[config.mk]
export PLATFORM = sky130hd
export DESIGN_NAME = seq_table_fsm
export DESIGN_NICKNAME = d
export VERILOG_FILES = /design/src/rtl/seq_table_fsm_pkg.sv /design/src/rtl/seq_table_fsm_mem.sv /design/src/rtl/seq_table_fsm.sv
export SDC_FILE = /design/constraint.sdc
export NUM_CORES = 1
export LEC_CHECK = 0
export CORE_UTILIZATION = 44
export DETAILED_ROUTE_END_ITERATION = 12
export PLACE_DENSITY = 0.64
export SLEW_MARGIN = 30
export SYNTH_ARGS = -nofsm -noshare
export SYNTH_HDL_FRONTEND = slang
export SYNTH_SLANG_ARGS = --single-unit
[constraint.sdc]
create_clock -name clk -period 1.7 [get_ports clk]
set_clock_uncertainty 0.15 [all_clocks]
set_input_delay 0.17 -clock clk [delete_from_list [all_inputs] [get_ports clk]]
set_output_delay 0.17 -clock clk [all_outputs]
set_load 0.02 [all_outputs]
[src/rtl/seq_table_fsm_pkg.sv]
// Shared widths, write-select encoding and power-up table contents for the
// table-driven sequence generator.
package seq_table_fsm_pkg;

    localparam int DEF_STATE_W = 3;
    localparam int DEF_IN_W    = 1;
    localparam int DEF_OUT_W   = 3;

    typedef enum logic {
        WR_SEL_NXT = 1'b0,
        WR_SEL_OTB = 1'b1
    } wr_sel_e;

    function automatic int addr_w(input int state_w, input int in_w);
        return state_w + in_w;
    endfunction

    function automatic int data_w(input int state_w, input int out_w);
        return (state_w > out_w) ? state_w : out_w;
    endfunction

    localparam int DEF_ADDR_W = addr_w(DEF_STATE_W, DEF_IN_W);
    localparam int DEF_DATA_W = data_w(DEF_STATE_W, DEF_OUT_W);

    // Power-up NXT entry: every branch of state s goes to s+1, wrapping.
    function automatic int unsigned nxt_default(input int unsigned addr,
                                                input int unsigned in_w,
                                                input int unsigned state_w);
        return ((addr >> in_w) + 32'd1) & ((32'd1 << state_w) - 32'd1);
    endfunction

    // Power-up OTB entry: output word equals the state number.
    function automatic int unsigned otb_default(input int unsigned s,
                                                input int unsigned out_w);
        return (out_w >= 32) ? s : (s & ((32'd1 << out_w) - 32'd1));
    endfunction

endpackage

[src/rtl/seq_table_fsm_mem.sv]
// Next-state and output tables: reset to a binary counter, single write port,
// two combinational read ports addressed by the live state.
module seq_table_fsm_mem
    import seq_table_fsm_pkg::*;
#(
    parameter  int STATE_W = DEF_STATE_W,
    parameter  int IN_W    = DEF_IN_W,
    parameter  int OUT_W   = DEF_OUT_W,
    localparam int ADDR_W  = addr_w(STATE_W, IN_W),
    localparam int DATA_W  = data_w(STATE_W, OUT_W)
) (
    input  logic               clk,
    input  logic               res,
    input  logic               wr_en_i,
    input  logic               wr_sel_i,
    input  logic [ADDR_W-1:0]  wr_addr_i,
    input  logic [DATA_W-1:0]  wr_data_i,
    input  logic [STATE_W-1:0] rd_state_i,
    input  logic [IN_W-1:0]    rd_a_i,
    output logic [STATE_W-1:0] rd_nxt_o,
    output logic [OUT_W-1:0]   rd_out_o
);

    localparam int NXT_N = 1 << ADDR_W;
    localparam int OTB_N = 1 << STATE_W;

    logic [STATE_W-1:0] nxt_q [NXT_N];
    logic [OUT_W-1:0]   otb_q [OTB_N];

    always_ff @(posedge clk or negedge res) begin
        if (!res) begin
            for (int i = 0; i < NXT_N; i++) begin
                nxt_q[i] <= STATE_W'(nxt_default(i, IN_W, STATE_W));
            end
            for (int i = 0; i < OTB_N; i++) begin
                otb_q[i] <= OUT_W'(otb_default(i, OUT_W));
            end
        end else if (wr_en_i) begin
            if (wr_sel_i == WR_SEL_NXT) begin
                nxt_q[wr_addr_i] <= wr_data_i[STATE_W-1:0];
            end else begin
                // Output table is indexed by state only; the branch bits are ignored.
                otb_q[wr_addr_i[ADDR_W-1:IN_W]] <= wr_data_i[OUT_W-1:0];
            end
        end
    end

    assign rd_nxt_o = nxt_q[{rd_state_i, rd_a_i}];
    assign rd_out_o = otb_q[rd_state_i];

endmodule

[src/rtl/seq_table_fsm.sv]
// Table-driven Moore sequence generator: state register, clr/en priority and
// wrap flag; the transition and output functions live in seq_table_fsm_mem.
//   state | meaning
//   START | reset / clr target; entering it by a transition raises wrap
//   other | meaning defined by the programmed tables
module seq_table_fsm
    import seq_table_fsm_pkg::*;
#(
    parameter  int STATE_W = DEF_STATE_W,
    parameter  int IN_W    = DEF_IN_W,
    parameter  int OUT_W   = DEF_OUT_W,
    parameter  int START   = 0,
    localparam int ADDR_W  = addr_w(STATE_W, IN_W),
    localparam int DATA_W  = data_w(STATE_W, OUT_W)
) (
    input  logic               clk,
    input  logic               res,
    input  logic               en,
    input  logic               clr,
    input  logic [IN_W-1:0]    a,
    input  logic               wr_en,
    input  logic               wr_sel,
    input  logic [ADDR_W-1:0]  wr_addr,
    input  logic [DATA_W-1:0]  wr_data,
    output logic [OUT_W-1:0]   out,
    output logic [STATE_W-1:0] state,
    output logic               wrap
);

    localparam logic [STATE_W-1:0] START_S = STATE_W'(START);

    logic [STATE_W-1:0] state_q, state_d;
    logic               wrap_q, wrap_d;
    logic [STATE_W-1:0] nxt_state;
    logic [OUT_W-1:0]   out_word;

    seq_table_fsm_mem #(
        .STATE_W (STATE_W),
        .IN_W    (IN_W),
        .OUT_W   (OUT_W)
    ) u_mem (
        .clk        (clk),
        .res        (res),
        .wr_en_i    (wr_en),
        .wr_sel_i   (wr_sel),
        .wr_addr_i  (wr_addr),
        .wr_data_i  (wr_data),
        .rd_state_i (state_q),
        .rd_a_i     (a),
        .rd_nxt_o   (nxt_state),
        .rd_out_o   (out_word)
    );

    always_ff @(posedge clk or negedge res) begin
        if (!res) begin
            state_q <= START_S;
            wrap_q  <= 1'b0;
        end else begin
            state_q <= state_d;
            wrap_q  <= wrap_d;
        end
    end

    // nxt_state is read before any same-edge table write lands.
    always_comb begin
        state_d = state_q;
        wrap_d  = 1'b0;
        if (clr) begin
            state_d = START_S;
        end else if (en) begin
            state_d = nxt_state;
            wrap_d  = (nxt_state == START_S);
        end
    end

    assign state = state_q;
    assign wrap  = wrap_q;
    assign out   = out_word;

endmodule

# Yosys cells after proc, flatten, opt, wreduce, memory -nomap -nowiden
# Index checks and enable logic that the tools add are counted.
# W data, S select, Z words.
# op_classes
addsub	0
multipliers	0
div_mod_pow	0
n_lt_le_gt_ge	6
eq_ne	0
shifts	0
mux	16
bitwise	5
reduce_logical	6
# op_table
operator	count
$bwmux W48	1
$bwmux W24	1
$mux W3	8
$bmux W3 S4	1
$demux W3 S4	1
$ge A5 B5 Y1 const B	2
$not A4 Y5	2
$bmux W3 S3	1
$demux W3 S3	1
$ge A4 B4 Y1 const B	2
$not A3 Y4	2
$lt A5 B1 Y1 const B	1
$lt A4 B1 Y1 const B	1
$reduce_and A2 Y1	2
$logic_not A3 Y1	1
$logic_and A1 B1 Y1	2
$mux W1	2
$reduce_bool A2 Y1	1
$not A1 Y1	1
# word_totals
register_bits	76
latchBits	0
mem_bits_rw	0
mem_bits_ro	0
out_inout_bits	7
memories	0

# Depth between registers and ports, before layout
# Gate-level depths: netlist of the first run.
# logic_depth
word_depth	7
depth_mapped	6
ltp_nobuf	4

# Modules after synthesis
# Synthesis of the first run repeated with hierarchy kept, for this count alone.
# hier_totals
cells_unflattened	242
area_unflattened_um2	3693.5
# modules_own_cells
mod	instances	cells_per_inst	area_per_inst_um2	seq_area_each_um2
seq_table_fsm_mem	1	230	3533.4	1846.8
seq_table_fsm	1	12	160.2	100.1

# Least setup slack after synthesis of the first run
# OpenSTA, ideal clock, no wires.
# synth_path
path_kind	reg-to-output
from	register state_q[0], in the netlist state[0]
to	output port out[0]
t_arrival_ns	1.578
required_time_ns	1.380
setup_slack_ns	-0.198
stages_incl_launch_ff	6
path_buffers	2
cell_sequence	dfrtp_1 -> buf_2 -> buf_4 -> mux4_2 -> nand2_1 -> nand2_1
# synth_between
elab_chain_len	4
# synth_lines
item	line_no	rtl
start: declaration	seq_table_fsm.sv:32	logic [STATE_W-1:0] state_q, state_d;
start signal: assignment	seq_table_fsm.sv:59	state_q <= state_d;
$not A3 Y4 (not written as such)	seq_table_fsm_mem.sv:49	assign rd_out_o = otb_q[rd_state_i];
$bmux W3 S3	seq_table_fsm_mem.sv:49	
$mux W3 (not written as such) (2 in a row)	seq_table_fsm_mem.sv:49	
end: declaration	seq_table_fsm.sv:25	output logic [OUT_W-1:0] out,
# No other way between the ends. The select of a mux whose other input is x is not followed.

# Worst setup path after layout of the first run
# layout_path
from	register state_q[0], in the netlist state[0]
to	output port out[2]
# Same word-level chain as after synthesis.

==> impl_metrics.env, run 1 <==
export IMPL_outcome="finished, violations left"
export IMPL_violations="negative setup slack"
export IMPL_n_antenna_cell=0
export IMPL_fp_dieW_microns=93.6
export IMPL_yosysWarnings=0
export IMPL_crit_path_max_incr_delay_ns=0.51
export IMPL_path_cells="buf_12 -> mux4_2 -> nand2_2 -> nand2_2 -> buf_6"
export IMPL_ff_latch_area_sq_um=1950
export IMPL_setup_ws_ns=-0.264
export IMPL_antenna_found_initial=0
export IMPL_dieArea_sq_um=8760
export IMPL_ys_seq_elements=76
export IMPL_pin_count=21
export IMPL_clock_latency_ns=0.36
export IMPL_setup_viol=7
export IMPL_worstPathRequired_ns=1.38
export IMPL_synth_cells=257
export IMPL_areaGrowthSynthToFinish_pct=24.8
export IMPL_portBuffers=20
export IMPL_slew_violations=0
export IMPL_p_total_mw=5.26
export IMPL_post_dp_hpwl_microns=5170
export IMPL_fin_crit_ns=1.96
export IMPL_multiInputGateArea_sq_um=1730
export IMPL_hold_class="primary input to asynchronous set/reset pin"
export IMPL_r2r_end="wrap"
export IMPL_cts_sinks=76
export IMPL_cp_slowest_cell="mux4_2"
export IMPL_critPathTopFamily="multiplexers"
export IMPL_drc_errors=0
export IMPL_grt_max_degree=77
export IMPL_r2r_slack_ns=-0.21
export IMPL_gp_congestion=0.744
export IMPL_drt_first_pass_iters=4
export IMPL_overflow=0
export IMPL_final_cells=426
export IMPL_h_tree_depth=3
export IMPL_cp_end_kind="output pin"
export IMPL_initial_core_util_pct=45.2
export IMPL_max_cap_violations=0
export IMPL_core_sq_um=8180
export IMPL_grt_total_usage_pct=20.2
export IMPL_cpMostUsedCell="nand2_2"
export IMPL_dp_cells=405
export IMPL_ant_nets=0
export IMPL_root_buffer="clkbuf_8"
export IMPL_path_clk_slew_ns=0.08
export IMPL_slew_limit_headroom_pct=73.3
export IMPL_cp_start_kind="register"
export IMPL_path_max_fanout=7
export IMPL_reg2reg_depth=7
export IMPL_via_per_inst=5.35
export IMPL_fin_hold_ws_ns=0.224
export IMPL_first_global_vias=2496
export IMPL_finalSetupTns_ns=-1.47
export IMPL_crit_arrival_ns=1.64
export IMPL_drt_wl_total_microns=7640
export IMPL_num_vias=2279
export IMPL_hold_viol=0
export IMPL_die_height_microns=93.6
export IMPL_grt_pass1_wl_microns=13000
export IMPL_syn_avg_cell_area_sq_um=14.4
export IMPL_ys_types=37
export IMPL_drive_gt1_share_pct=61.7
export IMPL_fillers=669
export IMPL_nets=330
export IMPL_cts_inserted_buffers=9
export IMPL_critPathBufInv=2
export IMPL_netlist_area_sq_um=3690
export IMPL_fmax_ghz=0.509
export IMPL_fin_crit_sh_pct=116
export IMPL_clockBufferDepth=2
export IMPL_p_leak_nw=1.96
export IMPL_wl_per_cell_microns=17.9
export IMPL_drt_initial_drc_count=108
export IMPL_cts_tree="done"
export IMPL_worst_pin_slew_ns=0.401
export IMPL_synth_nets=271
export IMPL_dp_slack_ns=-0.458
export IMPL_num_rows=33
export IMPL_p_per_area_nw_per_um2=1140
export IMPL_seq_area_frac_synth_pct=52.7
export IMPL_worstReg2RegStart="state[0]"
export IMPL_rsz0062_at_grt="true"
export IMPL_criticalPathCategory="register to output pin"
export IMPL_vdd_drop_max_mv=0.354
## metal layers
metal	global-route usage (%)	vias up	wire length, microns	share of wire [%]
li1	-	1060	-	-
met1	27.9	1178	3810	50
met2	30.5	32	3460	45
met3	5.77	9	240	3.1
met4	6.79	0	116	1.5
met5	0	-	0	0
## per-stage QoR
| step | util (%) | area (sq um) |
|---|---|---|
| after global placement | 52.3 | 4270 |
| final | 56.4 | 4610 |
| after global routing | 56.4 | 4610 |
| after floorplan | - | 3710 |
| after detailed placement | 52.3 | 4270 |
| after CTS | 56.0 | 4580 |
## cells in the mapped netlist, drive strengths merged
| master | number | share of area (%) |
|---|---|---|
| a221oi | 1 | 0.24 |
| clkbuf | 9 | 0.91 |
| mux4 | 18 | 12 |
| a22oi | 2 | 0.54 |
| a21o | 1 | 0.20 |
| dfstp | 36 | 26 |
| nand3 | 4 | 0.68 |
| dfrtp | 40 | 27 |
| nor4b | 1 | 0.41 |
| o22ai | 3 | 0.51 |
| nor3 | 1 | 0.27 |
| nand2b | 5 | 0.85 |
| nor2b | 6 | 1.0 |
| buf | 4 | 0.75 |
| nand4b | 1 | 0.24 |
| a2111oi | 1 | 0.27 |
| inv | 2 | 0.20 |
| or2 | 1 | 0.17 |
| o211ai | 2 | 0.41 |
| and4bb | 2 | 0.68 |
| o21ai | 1 | 0.14 |
| and3 | 3 | 0.51 |
| or3 | 2 | 0.34 |
| nand3b | 1 | 0.20 |
| nand2 | 26 | 2.6 |
| nor2 | 10 | 1.0 |
| nor3b | 2 | 0.54 |
| mux2 | 72 | 22 |
## power breakdown
group	switching, mW	total [mW]	internal, mW
clock network	0.677	1.40	0.723
registers	0.201	2.51	2.31
logic	0.552	1.35	0.797
## area by class of cell
| type | count | area share (%) |
|---|---|---|
| Sequential cell | 76 | 42.3 |
| Multi-Input combinational cell | 166 | 37.5 |
| Timing Repair Buffer | 61 | 12.8 |
| Clock buffer | 11 | 3.07 |
| Tap cell | 105 | 2.85 |
| Clock inverter | 5 | 1.30 |
| Inverter | 2 | 0.163 |
## worst max-delay path by stage
stage / startpoint / endpoint / slack [ns] / cells after the start
6_report: state[0] / out[2] / -0.26 / 5
5_1_grt: state[0] / out[2] / -0.34 / 5
4_1_cts: state[0] / out[2] / -0.28 / 5
3_5_place_dp: a / wrap / -0.46 / 6
3_3_place_gp: a / wrap / -0.44 / 6
2_1_floorplan: state[0] / out[0] / 0.004 / 5
## worst min-delay path, cell delays in order
cell and delay, ns:
dlygate4sd3_1 0.52, buf_2 0.12, buf_12 0.34
## flip-flops by register name, summed over array words and instances, names as in the netlist
register     cells
state            3
wrap             1
u_mem.nxt_q     48
u_mem.otb_q     24
## placed cells by master, fill, tap and decap left out, types with 2 or more instances in the layout
cell type,count
mux2_2,63
dfrtp_1,38
dfstp_2,36
buf_4,34
nand2_1,19
mux4_2,16
clkdlybuf4s50_1,11
nor2_1,10
clkbuf_8,10
mux2_1,9
nand2_2,7
nor2b_1,6
nand2b_1,5
buf_6,4
dlymetal6s2s_1,3
buf_12,3
inv_1,2
mux4_1,2
nand3_1,2
a22oi_2,2
nand3_2,2
o22ai_2,2
o211ai_1,2
and4bb_2,2
or3_1,2
and3_1,2
dfrtp_2,2
## cells by family after synthesis
kind of cell	synth area share, %
AOI/OAI and AO/OA	2.30
buffers and inverters	1.86
and+or+nand+nor	9.56
muxes	33.5
DFF	52.7
## what timing repair did
| item | CTS | global route |
|---|---|---|
| gates cloned | 1 | 0 |
| buffers inserted | 2 | 1 |
| gates resized for setup | 36 | 11 |
| hold endpoints to repair | 43 | 0 |
| setup endpoints to repair | 8 | 24 |
| hold buffers | 1 | 0 |
| pin swaps | 10 | 5 |
No activity file was read; power rests on OpenSTA's default activity.
==> run 2: changes to the inputs <==
--- a/config.mk
+++ b/config.mk
@@ -6,6 +6,7 @@
 export NUM_CORES = 1
 export LEC_CHECK = 0
 export CORE_UTILIZATION = 44
+export CTS_CLUSTER_SIZE = 14
 export DETAILED_ROUTE_END_ITERATION = 12
 export PLACE_DENSITY = 0.64
 export SLEW_MARGIN = 30
==> results of run 2 <==
The final DEF is identical to that of run 1; final timing and power are the same.
==> run 3: changes to the inputs <==
==> constraint.sdc (replaced) <==
create_clock -name clk -period 2.2 [get_ports clk]
set_clock_uncertainty 0.15 [all_clocks]
set_input_delay 0.22 -clock clk [delete_from_list [all_inputs] [get_ports clk]]
set_output_delay 0.22 -clock clk [all_outputs]
set_load 0.02 [all_outputs]
==> impl_metrics.env, run 3 (synthesized netlist as in run 1, its figures left out) <==
export IMPL_areaGrowthSynthToFinish_pct=15.6
export IMPL_dieArea_sq_um=8760
export IMPL_first_global_vias=2262
export IMPL_mostFrequentLayoutCells="mux2_2, dfrtp_1, dfstp_2, nand2_1, clkdlybuf4s50_1"
export IMPL_path_max_fanout=14
export IMPL_worst_pin_slew_ns=0.370
export IMPL_nets=306
export IMPL_outcome="completed"
export IMPL_path_cells="buf_4 -> clkdlybuf4s50_1"
export IMPL_crit_arrival_ns=1.75
export IMPL_crit_path_max_incr_delay_ns=0.62
export IMPL_grt_use_met1_pct=28.7
export IMPL_pwr_share_clk_pct=23.9
export IMPL_drt_first_pass_iters=4
export IMPL_worstPathRequired_ns=1.83
export IMPL_cp_end_kind="output pin"
export IMPL_grt_pass1_wl_microns=12200
export IMPL_num_vias=2205
export IMPL_num_rows=33
export IMPL_grt_busiest_layer="met1"
export IMPL_portBuffers=20
export IMPL_path_clk_slew_ns=0.07
export IMPL_switchingPower_mw=1.00
export IMPL_drt_initial_drc_count=115
export IMPL_n_antenna_cell=0
export IMPL_root_buffer="clkbuf_8"
export IMPL_fin_crit_sh_pct=96.4
export IMPL_p_comb_share_pct=23.8
export IMPL_slew_violations=0
export IMPL_pin_count=21
export IMPL_vdd_drop_max_mv=0.404
export IMPL_drc_errors=0
export IMPL_cts_setup_buffers=0
export IMPL_fp_dieW_microns=93.6
export IMPL_fin_crit_ns=2.12
export IMPL_die_height_microns=93.6
export IMPL_ff_latch_area_sq_um=1950
export IMPL_initial_core_util_pct=45.2
export IMPL_cp_start_kind="register"
export IMPL_antenna_found_initial=0
export IMPL_p_leak_nw=1.77
export IMPL_grt_max_degree=34
export IMPL_setup_viol=0
export IMPL_cp_slowest_cell="clkdlybuf4s50_1"
export IMPL_wl_per_cell_microns=18.1
export IMPL_final_common_cell="mux2_2"
export IMPL_drt_wl_total_microns=7280
export IMPL_top_register="u_mem.nxt_q"
export IMPL_use_met3_pct=2.93
export IMPL_largest_register_ffs=48
export IMPL_clock_latency_ns=0.34
export IMPL_h_tree_depth=3
export IMPL_p_total_mw=3.70
export IMPL_core_sq_um=8180
export IMPL_seq_power_share_pct=52.3
export IMPL_post_dp_hpwl_microns=5180
export IMPL_drive_gt1_share_pct=50.5
export IMPL_grt_use_met2_pct=26.8
export IMPL_rsz0062_at_grt="false"
export IMPL_detailed_place_area_sq_um=4120
export IMPL_cts_tree="done"
export IMPL_overflow=0
export IMPL_finalSetupTns_ns=0
export IMPL_netSwitchingFraction_pct=27.1
export IMPL_slew_limit_headroom_pct=75.3
export IMPL_criticalPathCategory="register to output pin"
export IMPL_cts_sinks=76
export IMPL_startpoint="state[1]"
export IMPL_hold_viol=0
export IMPL_cts_inserted_buffers=9
export IMPL_p_per_area_nw_per_um2=866
export IMPL_worstReg2RegStart="state[0]"
export IMPL_max_cap_violations=0
export IMPL_fillers=708
export IMPL_clockBufferDepth=2
export IMPL_fin_area_sq_um=4270
export IMPL_via_per_inst=5.49
export IMPL_grt_total_usage_pct=19.0
export IMPL_p_int_mw=2.69
export IMPL_fmax_ghz=0.471
export IMPL_multiInputGateArea_sq_um=1680
export IMPL_hold_class="primary input to asynchronous set/reset pin"
export IMPL_ant_nets=0
export IMPL_gp_congestion=0.781
## run 3: worst paths after layout
check / to / slack, ns / cells past startpoint
min in group clk: u_mem.otb_q[9] / 0.34 / 1
hold reg to reg: u_mem.otb_q[9] / 0.34 / 1
setup / recovery: state[1] / 0.08 / 2
max in group asynchronous: u_mem.otb_q[18] / 1.09 / 3
hold / removal: u_mem.otb_q[10] / 0.19 / 2
setup reg to reg: state[2] / 0.29 / 6
## run 3: layer usage
layer / part of all wire [%] / up-vias
met2: 45 / 28
li1: - / 1021
met5: 0 / -
met1: 51 / 1147
met3: 2.5 / 9
met4: 1.3 / 0
## run 3: power groups by stage
| stage | combinational [mW] | sequential, mW | clock [mW] |
|---|---|---|---|
| final | 0.878 | 1.93 | 0.884 |
| after CTS | 0.904 | 1.93 | 0.918 |
| after global placement | 0.893 | 1.95 | 0 |
| after detailed placement | 0.913 | 1.96 | 0 |
| after floorplan | 0.626 | 1.90 | 0 |
| after global routing | 0.959 | 1.97 | 0.971 |
## run 3: what timing repair did
action | CTS | global route
gates cloned | 0 | 0
hold buffers | 1 | 0
hold endpoints to repair | 42 | 0
resized for setup | 6 | 3
pin swaps | 0 | 0
endpoints found under the setup margin | 3 | 3
## run 3: through the flow
step	util, %	worst slack [ns]	hold slack, ns	std cells
after floorplan	-	0.252	-0.226	257
after global placement	50.4	-0.0387	0.00915	385
after detailed placement	50.4	-0.0885	0.00915	385
after CTS	52.4	0.00228	0.194	402
after global routing	52.2	0.00465	0.214	402
final	52.2	0.0787	0.189	402
## run 3: worst max-delay path, delay by kind of cell (launching register included)
kind | cells | cell delay [ns]
flip-flops | 1 | 0.54
buffers and inverters | 2 | 0.87
## run 3: final cells by class
| type | count | area share (%) |
|---|---|---|
| Clock buffer | 13 | 3.25 |
| Clock inverter | 3 | 0.410 |
| Inverter | 2 | 0.176 |
| Multi-Input combinational cell | 166 | 39.3 |
| Sequential cell | 76 | 45.6 |
| Tap cell | 105 | 3.08 |
| Timing Repair Buffer | 37 | 8.21 |
